--- src/rtl/dp_encoder.sv ---
// Data-processing instruction encoder: registers the fields on accept, searches
// for a rotated 8-bit immediate when needed, and hands out one 32-bit word.
module dp_encoder (
  input  logic        clk,
  input  logic        rst_n,
  input  logic        in_valid,
  output logic        in_ready,
  input  logic [3:0]  cond,
  input  logic [3:0]  opcode,
  input  logic        s_bit,
  input  logic [3:0]  rn,
  input  logic [3:0]  rd,
  input  logic [1:0]  op_kind,
  input  logic [31:0] imm_value,
  input  logic [3:0]  rm,
  input  logic [3:0]  rs,
  input  logic [1:0]  shift_type,
  input  logic [4:0]  shift_amt,
  output logic        out_valid,
  input  logic        out_ready,
  output logic [31:0] instr,
  output logic        out_error,
  output logic [7:0]  out_addr
);

  // state  | meaning
  // IDLE   | waiting for a field request, in_ready high
  // SEARCH | trying one rotation of the immediate per cycle
  // OUT    | result presented, held until out_ready
  typedef enum logic [1:0] {
    S_IDLE   = 2'd0,
    S_SEARCH = 2'd1,
    S_OUT    = 2'd2
  } state_t;

  localparam logic [1:0] K_IMM   = 2'b00;
  localparam logic [1:0] K_RSIMM = 2'b01;
  localparam logic [1:0] K_RSREG = 2'b10;

  state_t      state_q, state_d;
  logic [3:0]  rot_q, rot_d;
  logic [19:0] hdr_q, hdr_d;
  logic [31:0] imm_q, imm_d;
  logic [31:0] instr_q, instr_d;
  logic        err_q, err_d;
  logic [7:0]  addr_q, addr_d;

  logic        accept;
  logic        s_eff;
  logic [3:0]  rn_eff;
  logic        i_bit;
  logic [19:0] hdr_in;
  logic [4:0]  rot_sh;
  logic [31:0] cand;

  assign in_ready  = (state_q == S_IDLE) & rst_n;
  assign accept    = in_valid & in_ready;
  assign out_valid = (state_q == S_OUT);
  assign instr     = instr_q;
  assign out_error = err_q;
  assign out_addr  = addr_q;

  // Compares always set flags; moves have no first operand.
  assign s_eff  = s_bit | (opcode[3:2] == 2'b10);
  assign rn_eff = ((opcode == 4'b1101) || (opcode == 4'b1111)) ? 4'b0000 : rn;
  assign i_bit  = (op_kind == K_IMM);
  assign hdr_in = {cond, 2'b00, i_bit, opcode, s_eff, rn_eff, rd};

  // Left-rotating by 2*rot undoes the ROR the core applies when decoding.
  assign rot_sh = {rot_q, 1'b0};
  assign cand   = (imm_q << rot_sh) | (imm_q >> (6'd32 - {1'b0, rot_sh}));

  always_comb begin
    state_d = state_q;
    rot_d   = rot_q;
    hdr_d   = hdr_q;
    imm_d   = imm_q;
    instr_d = instr_q;
    err_d   = err_q;
    addr_d  = addr_q;

    case (state_q)
      S_IDLE: begin
        if (accept) begin
          hdr_d = hdr_in;
          imm_d = imm_value;
          rot_d = 4'd0;
          case (op_kind)
            K_IMM: begin
              err_d   = 1'b0;
              state_d = S_SEARCH;
            end
            K_RSIMM: begin
              instr_d = {hdr_in, shift_amt, shift_type, 1'b0, rm};
              err_d   = 1'b0;
              state_d = S_OUT;
            end
            K_RSREG: begin
              instr_d = {hdr_in, rs, 1'b0, shift_type, 1'b1, rm};
              err_d   = 1'b0;
              state_d = S_OUT;
            end
            default: begin
              instr_d = 32'h0;
              err_d   = 1'b1;
              state_d = S_OUT;
            end
          endcase
        end
      end

      S_SEARCH: begin
        if (cand[31:8] == 24'h0) begin
          instr_d = {hdr_q, rot_q, cand[7:0]};
          err_d   = 1'b0;
          state_d = S_OUT;
        end else if (rot_q == 4'd15) begin
          instr_d = 32'h0;
          err_d   = 1'b1;
          state_d = S_OUT;
        end else begin
          rot_d = rot_q + 4'd1;
        end
      end

      S_OUT: begin
        if (out_ready) begin
          state_d = S_IDLE;
          if (!err_q) addr_d = addr_q + 8'd1;
        end
      end

      default: state_d = S_IDLE;
    endcase
  end

  always_ff @(posedge clk or negedge rst_n) begin
    if (!rst_n) begin
      state_q <= S_IDLE;
      rot_q   <= 4'd0;
      hdr_q   <= 20'h0;
      imm_q   <= 32'h0;
      instr_q <= 32'h0;
      err_q   <= 1'b0;
      addr_q  <= 8'h0;
    end else begin
      state_q <= state_d;
      rot_q   <= rot_d;
      hdr_q   <= hdr_d;
      imm_q   <= imm_d;
      instr_q <= instr_d;
      err_q   <= err_d;
      addr_q  <= addr_d;
    end
  end

endmodule
--- config.mk ---
export PLATFORM = sky130hd
export DESIGN_NAME = dp_encoder
export DESIGN_NICKNAME = d
export VERILOG_FILES = /design/src/rtl/dp_encoder.sv
export SDC_FILE = /design/constraint.sdc
export NUM_CORES = 1
export LEC_CHECK = 0
export CAP_MARGIN = 25
export CORE_UTILIZATION = 45
export DETAILED_ROUTE_END_ITERATION = 8
export PLACE_DENSITY = 0.7
export SLEW_MARGIN = 20
export SYNTH_ARGS = -nofsm -noshare
export SYNTH_HDL_FRONTEND = slang
export SYNTH_SLANG_ARGS = --single-unit
--- constraint.sdc ---
create_clock -name clk -period 5.3 [get_ports clk]
set_input_delay 1.06 -clock clk [delete_from_list [all_inputs] [get_ports clk]]
set_output_delay 1.06 -clock clk [all_outputs]
set_load 0.01 [all_outputs]
After elaboration in Yosys (flattened, before gate mapping)
Index checks and enable logic that the tools add are counted.
{"block": "classes", "shifts": 2, "n_bitwise": 5, "reduce_logical": 12, "eq_ne": 14, "n_addsub": 3, "n_mux": 21}
{"operator": "$mux 32", "n": 3}
{"operator": "$pmux 32 s3", "n": 1}
{"operator": "$pmux 32 s2", "n": 1}
{"operator": "$or 32x32->32", "n": 1}
{"operator": "$shl 32x5->32", "n": 1}
{"operator": "$shr 32x6->32", "n": 1}
{"operator": "$logic_not 24->1", "n": 1}
{"operator": "$mux 4", "n": 4}
{"operator": "$eq 4x4->1 const B", "n": 3}
{"operator": "$mux 2", "n": 5}
{"operator": "$reduce_and 3->1", "n": 3}
{"operator": "$add 8x1->8 const B", "n": 1}
{"operator": "$ne 2x2->1 const B", "n": 4}
{"operator": "$pmux 4 s2", "n": 1}
{"operator": "$reduce_and 4->1", "n": 2}
{"operator": "$eq 2x2->1 const B", "n": 3}
{"operator": "$pmux 2 s3", "n": 1}
{"operator": "$sub 6x5->6 const A", "n": 1}
{"operator": "$add 4x1->4 const B", "n": 1}
{"operator": "$eq 2x1->1 const B", "n": 2}
{"operator": "$logic_not 2->1", "n": 2}
{"operator": "$mux 1", "n": 4}
{"operator": "$ne 3x3->1 const B", "n": 1}
{"operator": "$reduce_or 3->1", "n": 1}
{"operator": "8 further kinds", "n": 9}
{"block": "word_totals", "output_inout_bits": 43, "register_bits": 97, "input_bits": 70, "word_cells": 64}

Depth between registers and ports, before layout
{"block": "logic_depth", "depth_word": 6, "depth_mapped": 18}

Worst setup path after synthesis
Ideal clock, no wire load.
{"block": "synth_path", "path_type": "flip-flop to flip-flop", "startpoint": "reg rot_q[0]", "endpoint": "reg instr_q[4] (netlist: instr[4])", "arrival_ns": 3.669, "setup_slack_ns": 1.504, "period_less_slack_ns": 3.796, "required_time_ns": 5.172, "stages_incl_launch_ff": 16, "path_cell_list": "dfrtp_1 > buf_6 > buf_12 > clkinv_1 > ha_1 > buf_4 > buf_2 > clkbuf_1 > o21ai_0 > o211ai_1 > nand3_1 > a2111oi_4 > nand4_4 > a211o_4 > buf_8 > mux2_1"}
{"block": "synth_between", "elab_chain_len": 6}
{"item": "start, declared", "line": "41", "text": "logic [3:0] rot_q, rot_d;"}
{"item": "start signal, assigned", "line": "148", "text": "rot_q <= rot_d;"}
{"item": "$sub 6x5->6", "line": "71", "text": "assign cand = (imm_q << rot_sh) | (imm_q >> (6'd32 - {1'b0, rot_sh}));"}
{"item": "$shr 32x6->32", "line": "71"}
{"item": "$or 32x32->32", "line": "71"}
{"item": "$logic_not 24->1", "line": "113", "text": "if (cand[31:8] == 24'h0) begin"}
{"item": "$ne 3x3->1 (no line) / $mux 32 (equally long branches)"}
{"item": "$reduce_and 4->1 (no line) / $pmux 32 s2 (equally long branches)"}
{"item": "end signal, assigned", "line": "151", "text": "instr_q <= instr_d;"}
{"item": "end, declared", "line": "44", "text": "logic [31:0] instr_q, instr_d;"}
Several ways; a longest one is shown, not always the timed one.
A chain may end at the register's enable or synchronous reset.

Worst setup path after layout
{"block": "layout_path", "startpoint": "reg rot_q[0]", "endpoint": "reg instr_q[29] (netlist: instr[29])"}
The elaborated chain is that of the path after synthesis.

==> metrics.md <==
| Metric | Value |
|---|---|
| Detailed Routing Iterations Pass 1 | 5 |
| Slew @ Worst Pin | 0.9514 ns |
| H-tree depth | 3 |
| Initial antenna violation count | 0 |
| Crit path capture type | register |
| Initial Util | 46.68% |
| Reg clk slew, reported paths | 0.07 ns |
| R2R depth | 11 |
| Power Dens Cells | 608.2 mW/mm^2 |
| Final period utilization | 81.70% |
| Final hold viol count | 0 |
| Register area share after synthesis | 36.27% |
| XOR/XNOR share of the synthesized area | 1.203% |
| Hold path depth | 2 |
| Post-CTS Setup Bufs | 0 |
| Largest net degree at the start of global routing | 88 |
| Fillcell total | 1211 |
| Root buffer cell | clkbuf_16 |
| Wire per inst | 19.67 microns |
| Simple-Gate Fraction of Synth Area | 20.58% |
| RSZ-0062 raised after global routing | no |
| Die X-Extent | 122.7 microns |
| Synthesized cell area | 0.006555 sq mm |
| Final wirelength | 18.67 mm |
| Worst reg2reg startpoint | rot_q[0] |
| Post-DP HPWL | 13.13 mm |
| Hold_buf cts | 0 |
| Reg area | 0.002379 sq mm |
| Vias per inst | 5.930 |
| Compound-Gate Fraction of Synth Area | 14.96% |
| Clock sinks | 95 |
| Fraction of the mapped netlist area in adder cells | 1.527% |
| IO buf count | 110 |
| Vert. Die Dim | 122.7 microns |
| Clock Path Buffers | 2 |
| Num ports | 113 |
| Distinct cell type count after synthesis | 70 |
| Vias | 5628 |
| Post_cts resized | 0 |
| Count of pins over their slew limit | 0 |
| Peak supply drop | 0.0002116 V |
| Grt total ovfl | 0 |
| Die area | 0.01505 sq mm |
| Yosys top cell area share | 36.27% |
| CTS buffer count | 9 |
| Hold_sp | hdr_q[18] |
| Critical path class | register to register |
| All-Layer GR Usage | 25.85% |
| Mapped Avg Cell Area | 9.500 sq um |
| Drt drc | 0 |
| Critical Path AT | 4.57 ns |
| Worst R2R Setup Slack | 0.97 ns |
| Min Tclk post-route | 4.330 ns |
| Setup TNS | 0 ns |
| Seq cells post-synth | 95 |
| Endpoints failing setup | 0 |
| Leak pwr | 3.512 nW |
| Reg-to-Reg End | instr[29] |
| Pwr Total | 4.860 mW |
| Combinational family with the most area after synthesis | simple AND/OR/NAND/NOR gates |
| Max Cap Violations | 0 |
| Post-synth EDFFs | 0 |
| Yosys top cell by area | dfrtp_1 |
| Routability cong. | 0.9023 |
| Fmax | 0.2309 GHz |
| Syn Inst Count | 690 |
| First-pass GRT wire length | 29.65 mm |
| Most frequent cells in the layout | 171 x nand2_1, 109 x clkdlybuf4s50_1, 94 x dfrtp_1 |
| Main flop type after synthesis | dfrtp_1 |
| Status | completed |
| Worst slew margin relative to its limit | 36.57% |
| Hold endpoint | hdr_q[18] |
| Commonest non-fill, non-tap cell in the layout | nand2_1 |
| Synth-to-Final Area Change | 21.91% |
| Worst skew pair latency | 0.35 ns |
| Post-synthesis mux area share | 19.83% |
| Area of the core | 0.01404 sq mm |
| Iter 0 DRT Violations | 376 |
| Ant diodes | 0 |
| TritonCTS clock tree | built |
| Number of placement rows | 43 |
| Final net count | 842 |
| Area contributors post-synth | dfrtp_1 36%, nand2_1 9.8%, mux4_2 7.6% |
| CP max FO | 31 |
| Post-DRT Antenna Nets | 0 |
| Share of cells above drive strength 1 | 14.04% |
| Syn. warnings | 0 |
| Worst EP required | 5.54 ns |
| Vias in the first global route | 5358 |
| Ys async rst share | 100.0% |
| Area of the multi-input gates | 0.003817 sq mm |
| Hold/Removal Path Class | register to register |
| Clk_skew | 0.006801 ns |
| CP Launch Type | register |
## Yosys cell counts, drive strengths merged, types with 3 or more instances
cell	number
nand2	171
dfrtp	95
clkbuf	36
mux2	33
nor2	31
buf	27
mux4	27
o21ai	26
nor3	22
a21oi	20
mux2i	20
a22o	19
nand3	15
nor3b	10
o211ai	10
or2	9
ha	8
inv	8
nor4	7
o2bb2ai	7
a22oi	6
nand2b	6
a211oi	5
a32o	5
xor2	5
a21boi	4
a31oi	4
nor2b	4
o21bai	4
o31a	4
xnor2	4
and3	3
and4	3
## worst max path at each step
stage | startpoint | end | slack (ns) | cells past startpoint
6_report | rot_q[0] | instr[29] | 0.97 | 11
5_1_grt | rot_q[0] | instr[29] | 0.75 | 11
4_1_cts | rot_q[0] | instr[29] | 1.04 | 9
3_5_place_dp | rot_q[0] | instr[4] | 1.05 | 9
3_3_place_gp | rot_q[0] | instr[4] | 1.12 | 9
2_1_floorplan | rot_q[0] | instr[4] | 1.50 | 15
## where the power goes
part / internal [mW] / total (mW) / switching [mW] / leakage [nW]
clock network: 0.330 / 0.643 / 0.313 / 0.139
registers: 1.04 / 1.52 / 0.479 / 1.23
logic: 1.35 / 2.70 / 1.35 / 2.15
## metal layers
metal | vias up | routed length, microns | GRT usage, % | share of wire, %
met1 | 2723 | 8338 | 35.28 | 45
met2 | 249 | 8745 | 41.26 | 47
met4 | 0 | 323 | 9.223 | 1.7
met3 | 18 | 1260 | 4.368 | 6.8
li1 | 2638 | - | - | -
met5 | - | 0 | 0 | 0
## kinds of logic (layout without fill, tap and decap cells)
family | count (synthesis) | after routing
compound gates | 133 | 133
xor+xnor | 9 | 9
fa+ha+maj | 8 | 8
buf+inv | 72 | 150
flops | 95 | 95
mux | 80 | 80
other cells | 1 | 2
simple gates | 292 | 292
## metrics by stage
stage | hold slack, ns | setup slack (ns) | util (%) | cell area [sq um] | cells
after floorplan | 0.4463 | 1.504 | - | 6559 | 691
after global placement | 0.4575 | 1.122 | 54.49 | 7651 | 931
after detailed placement | 0.4635 | 1.051 | 54.49 | 7651 | 931
after CTS | 0.4808 | 1.036 | 56.57 | 7944 | 947
after global routing | 0.5043 | 0.7508 | 56.91 | 7991 | 949
final | 0.4766 | 0.9697 | 56.91 | 7991 | 949
## sequential cells by signal (all words and copies together) (netlist names)
name / cells
instr: 30
imm_q: 32
state_q: 2
hdr_q: 18
out_error: 1
out_addr: 8
rot_q: 4
## area by class of cell
class | instances | share of cell area (%)
inverters | 9 | 0.4227
clock buffers | 9 | 2.818
repair buffers | 125 | 15.56
multi-input cells | 524 | 47.77
clock inverters | 7 | 0.8455
well taps | 180 | 2.818
flip-flops and latches | 95 | 29.76
## worst max-delay path, cell delays in order, from the launching register on
cell	delay (ns)
dfrtp_2	0.37
clkinv_1	0.23
ha_1	0.81
buf_4	0.27
mux4_2	0.31
nor2_1	0.14
a21boi_0	0.30
a311oi_1	0.13
a2111oi_4	0.42
nand4_4	0.22
a211o_4	0.61
mux2_4	0.37
(Power assumes the default switching activity.)
==> variant 1 (same settings) <==
Re-encode `state_t` (3 states) as one-hot, 3 bits wide.
--- a/src/rtl/dp_encoder.sv
+++ b/src/rtl/dp_encoder.sv
@@ -28,8 +28,8 @@
   // SEARCH | trying one rotation of the immediate per cycle
   // OUT    | result presented, held until out_ready
-  typedef enum logic [1:0] {
-    S_IDLE   = 2'd0,
-    S_SEARCH = 2'd1,
-    S_OUT    = 2'd2
+  typedef enum logic [2:0] {
+    S_IDLE   = 3'b001,
+    S_SEARCH = 3'b010,
+    S_OUT    = 3'b100
   } state_t;
 
Function: no difference found for any inputs over 4 cycles, from zero or initial values and one cycle with rst_n low; so few cycles prove little.
==> variant 1 against the original RTL <==
Worst setup slack improved by 110 ps; first-iteration DRC count decreased by 3.7%; sequential cell count increased by 1; synthesized cell count decreased by 16%; routed wire length decreased by 12%; sequential share of layout area increased by 1.0 points; area after synthesis decreased by 3.7%; via count decreased by 8.2%; die area decreased by 3.6%; design area decreased by 2.3%; critical path type unchanged.
Power is not compared: it rests on default switching activity, and its combinational part moved more than twofold at a synthesized area within 25%.
==> variant 1: results (changes against the original RTL) <==
Global route
  • First-pass GRT wire length: 27.1 mm (-8.6%)
  • Pin count of the biggest net entering global routing: 82 (-6.8%)
  • Initial antenna violation count: 0 (unchanged)
  • Vias in the first global route: 5042 (-5.9%)
  • Total Routing Usage GR: 24.0% (-1.8 points)

Clocking
  • Clock Pin Slew Worst Setup and Hold Paths: 70 ps (about the same)
  • Clock Root Buffer: clkbuf_16
  • # H-tree levels: 3 (unchanged)
  • Post-CTS resize count: 0 (unchanged)
  • Clock latency on the worst-skew pair: 350 ps (about the same)
  • CTS Buf Count: 9 (unchanged)
  • Clock Tree Buf Depth: 2 (unchanged)
  • Setup Buffers After CTS: 0 (unchanged)

Routing
  • Routed len/inst: 19.1 microns (-2.7%)
  • 1st-iter DRT viols: 362 (-3.7%)
  • DRT Pass-1 Iters: 5 (unchanged)
  • Vias per inst: 6.05 (+2.0%)

Placement
  • Pre-CTS setup slack: 1180 ps (+128 ps)
  • Area post-placement: 7540 sq um (-1.5%)
  • Dpl cells: 838 (-10%)
  • Final HPWL DP: 11.8 mm (-9.8%)
  • Global placement routability congestion: 0.925 (+2.5%)
  • # port buffers: 110 (unchanged)

Layout
  • Largest Register: imm_q
  • Post-Layout Cell Count: 854 (-10%)
  • Nets: 751 (-11%)
  • Max reg flops: 32 (unchanged)
  • Fraction of layout cells with a size suffix above 1: 20.9% (+6.9 points)
  • ANT cells: 0 (unchanged)

Logic synthesis
  • Ys async rst share: 100% (unchanged)
  • Multiplexer area fraction after synthesis: 27.1% (+7.3 points)
  • Distinct cells, synth: 62 (-11%)
  • Sequential share of the synthesized area: 38.1% (+1.8 points)
  • Post-synthesis adder-cell area fraction: 1.59% (+0.058 points)
  • XOR/XNOR Fraction of Synth Area: 1.39% (+0.18 points)
  • Post-synthesis compound-gate area fraction: 15.7% (+0.75 points)
  • Synth top area cells: dfrtp_1, mux2_2, mux4_2
  • Most frequent cells after synthesis: dfrtp_1, mux2_2, nand2_1
  • Yosys warns: 0 (unchanged)
  • Post-Syn Instances: 578 (-16%)

Power
  • Worst VDD drop: 0.000181 V
  • Leak: 0.00317 uW
  • Sw frac: roughly 34%

Timing
  • Slew Limit Headroom: 34.6% (-2.0 points)
  • Worst Skew: 6.20 ps (-0.602 ps)

Outcome
  • Status: finished, final reports clean

Worst hold path
  • HP Class: reg2reg

Critical path
  • Worst-path fanout max: 19 (-39%)
  • Worst EP arrival: 4460 ps (-110 ps)
-- variant 1: cell types whose count changed after synthesis, sizes merged, moves of 5 or more --
cell | unedited run | this run
clkbuf | 36 | 16
mux2 | 33 | 77
nor2 | 31 | 36
nand2 | 171 | 38
nand4 | 2 | 7
or2 | 9 | 2
a21oi | 20 | 30
-- variant 1: metrics by stage --
step                utilization (%)  hold WS [ps]
finish                         58.1           482
global route                   58.1           489
CTS                            58.1           485
detailed placement             56.0           469
global placement               56.0           459
floorplan                         -           448
-- variant 1: power groups by stage --
stage	clock network, uW	registers, uW	logic (uW)
finish	606	1050	859
global route	654	1080	927
CTS	623	1050	856
detailed placement	0	1060	853
global placement	0	1050	834
floorplan	0	1010	562
-- variant 1: layout make-up --
cell class	count	area (sq um)
tap	176	220
multi-input combinational	432	3670
clock inverter	6	43.8
timing repair buffer	125	1210
sequential	96	2400
fill	1157	5640
inverter	9	33.8
clock buffer	10	229
-- variant 1: final timing paths --
kind,from,to,slack [ps],cells past startpoint
worst min register to register,hdr_q[6],hdr_q[6],480,2
max in group asynchronous,rst_n,rot_q[0],3420,2
worst max-delay path,rot_q[0],instr[14],1070,14
min in group asynchronous,rst_n,imm_q[13],640,1
worst min-delay path,hdr_q[6],hdr_q[6],480,2
worst max register to register,rot_q[0],instr[14],1070,14
-- variant 1: metal layers --
layer	wire (microns)	vias to the layer above	track usage, %
li1	-	2404	-
met1	7320	2558	33.7
met2	7650	176	37.5
met3	1020	27	3.73
met4	342	0	8.95
met5	0	-	0
-- variant 1: worst max-delay path, stage by stage (launching register included) --
cell	delay, ps
dfrtp_2	350
inv_1	40
buf_4	180
ha_1	490
buf_4	270
buf_4	240
mux2i_1	290
nor4b_1	110
a2111oi_0	510
nor3_1	150
nand4_4	190
a21oi_4	90
nor2_4	550
buf_4	320
mux2_4	310
==> variant 2 (config.mk and constraints unchanged) <==
Made on the original files. Reset style: synchronous (`rst_n`), changed in one clocked block.
--- a/src/rtl/dp_encoder.sv
+++ b/src/rtl/dp_encoder.sv
@@ -135,5 +135,5 @@
   end
 
-  always_ff @(posedge clk or negedge rst_n) begin
+  always_ff @(posedge clk) begin
     if (!rst_n) begin
       state_q <= S_IDLE;
Function: differs if rst_n is asserted again (counterexample within 4 cycles, from zero or initial values and one cycle with rst_n low); with rst_n held inactive, the same outputs for 4 cycles.
==> variant 2 against the original RTL <==
Worst setup slack got worse by 8.1 ps; non-clock buffer count fell by 2; routed wire length rose by 5.3%; design area fell by 5.8%; count of clock-buffer cells in the layout rose by 1; highest routed layer unchanged; area after synthesis fell by 5.8%; core utilization fell by 0.28 points; sequential cell count did not move; critical path type unchanged; critical endpoint is now instr[16]; critical path depth rose by 1.
Power is not compared: it rests on default switching activity, and its combinational part moved more than twofold at a synthesized area within 25%.
==> variant 2: results (changes against the original RTL) <==
Clocking
  • Clock Tree Buf Depth: 2 (unchanged)
  • # H-tree levels: 3 (unchanged)

Logic synthesis
  • Sequential share of the synthesized area: 30.8% (-5.5 points)
  • Most frequent cells after synthesis: nand2_1, dfxtp_1, o21ai_0
  • Synth top area cells: dfxtp_1, nand2_1, mux2i_1
  • Ys async rst share: 0% (-100 points)
  • Main flop type after synthesis: dfxtp_1
  • Yosys warns: 0 (unchanged)
  • Distinct cells, synth: 71 (+1.4%)

Timing
  • Least-Margin Pin Slew: 880 ps (-71.5 ps)
  • Worst Skew: 7.96 ps (+1.16 ps)

Global route
  • Vias in the first global route: 5881 (+9.8%)
  • First-pass GRT wire length: 31.3 mm (+5.7%)
  • Pin count of the biggest net entering global routing: 99 (+13%)
  • Total Routing Usage GR: 28.0% (+2.2 points)

Critical path
  • Worst EP arrival: 4560 ps (about the same)
  • Worst path top cell family by delay: buffers and inverters
  • Worst r2r src: rot_q[0]
  • Slowest stage delay, CP: 690 ps (-120 ps)
  • Worst-path fanout max: 34 (+9.7%)
  • Worst path slowest cell: ha_2

Outcome
  • Status: finished, final reports clean

Placement
  • Global placement routability congestion: 0.933 (+3.4%)
  • Final HPWL DP: 13.4 mm (+2.4%)

Routing
  • Vias per inst: 6.15 (+3.8%)
  • 1st-iter DRT viols: 789 (+110%)
  • DRT Pass-1 Iters: 7 (+2)
  • Final wirelength: 19.7 mm (+5.3%)

Layout
  • Nets: 925 (+9.9%)
  • Fraction of layout cells with a size suffix above 1: 8.22% (-5.8 points)
  • Max reg flops: 32 (unchanged)

Worst hold path
  • Hold Crit Start: hdr_q[0]

Power
  • Worst VDD drop: 0.000242 V
[variant 2: logic make-up after synthesis]
| group | synth area share [%] |
|---|---|
| AOI/OAI and AO/OA | 26.4 |
| xor gates and xnor gates | 1.42 |
| adders and majority gates | 1.62 |
| buffers and inverters | 7.41 |
| DFF | 30.8 |
| muxes | 10.8 |
| other | 0.0607 |
| and+or+nand+nor | 21.6 |
[variant 2: worst paths after layout]
kind / end / slack, ps / depth (start not counted)
max: instr[16] / 960 / 12
min: hdr_q[0] / 470 / 2
max reg2reg: instr[16] / 960 / 12
min reg2reg: hdr_q[0] / 470 / 2
[variant 2: where the power goes]
part | total [uW] | internal [uW] | leakage, uW | switching (uW)
sequential | 842 | 768 | 0.000779 | 74.5
clock | 719 | 392 | 0.000156 | 327
combinational | 427 | 203 | 0.00169 | 225
total | 1990 | 1360 | 0.00263 | 626
[variant 2: worst min-delay path, cell delays in order (launching register included)]
cell and delay, ps:
dfxtp_1 310, nand2_1 50, o21ai_0 60
[variant 2: per-stage QoR]
step | area [sq um] | worst slack (ps) | instances | total power, uW
floorplan | 6180 | 1510 | 794 | 1090
global placement | 7200 | 1150 | 1012 | 1270
detailed placement | 7200 | 973 | 1012 | 1280
CTS | 7530 | 987 | 1028 | 2000
global route | 7530 | 639 | 1028 | 2070
finish | 7530 | 962 | 1028 | 1990
[variant 2: cell type report]
| cell class | count | area (sq um) |
|---|---|---|
| repair buffers | 123 | 1190 |
| clock inverters | 6 | 85.1 |
| clock buffers | 10 | 239 |
| well taps | 176 | 220 |
| multi-input cells | 605 | 3840 |
| fillers | 1254 | 5770 |
| flip-flops and latches | 95 | 1900 |
| inverters | 13 | 48.8 |
[variant 2: metal layers]
metal,GRT usage [%],vias up,wire length [microns]
met5,0,-,0
met4,7.99,0,390
met3,6.75,29,1500
met2,44.1,278,9100
met1,37.8,2995,8670
li1,-,3025,-
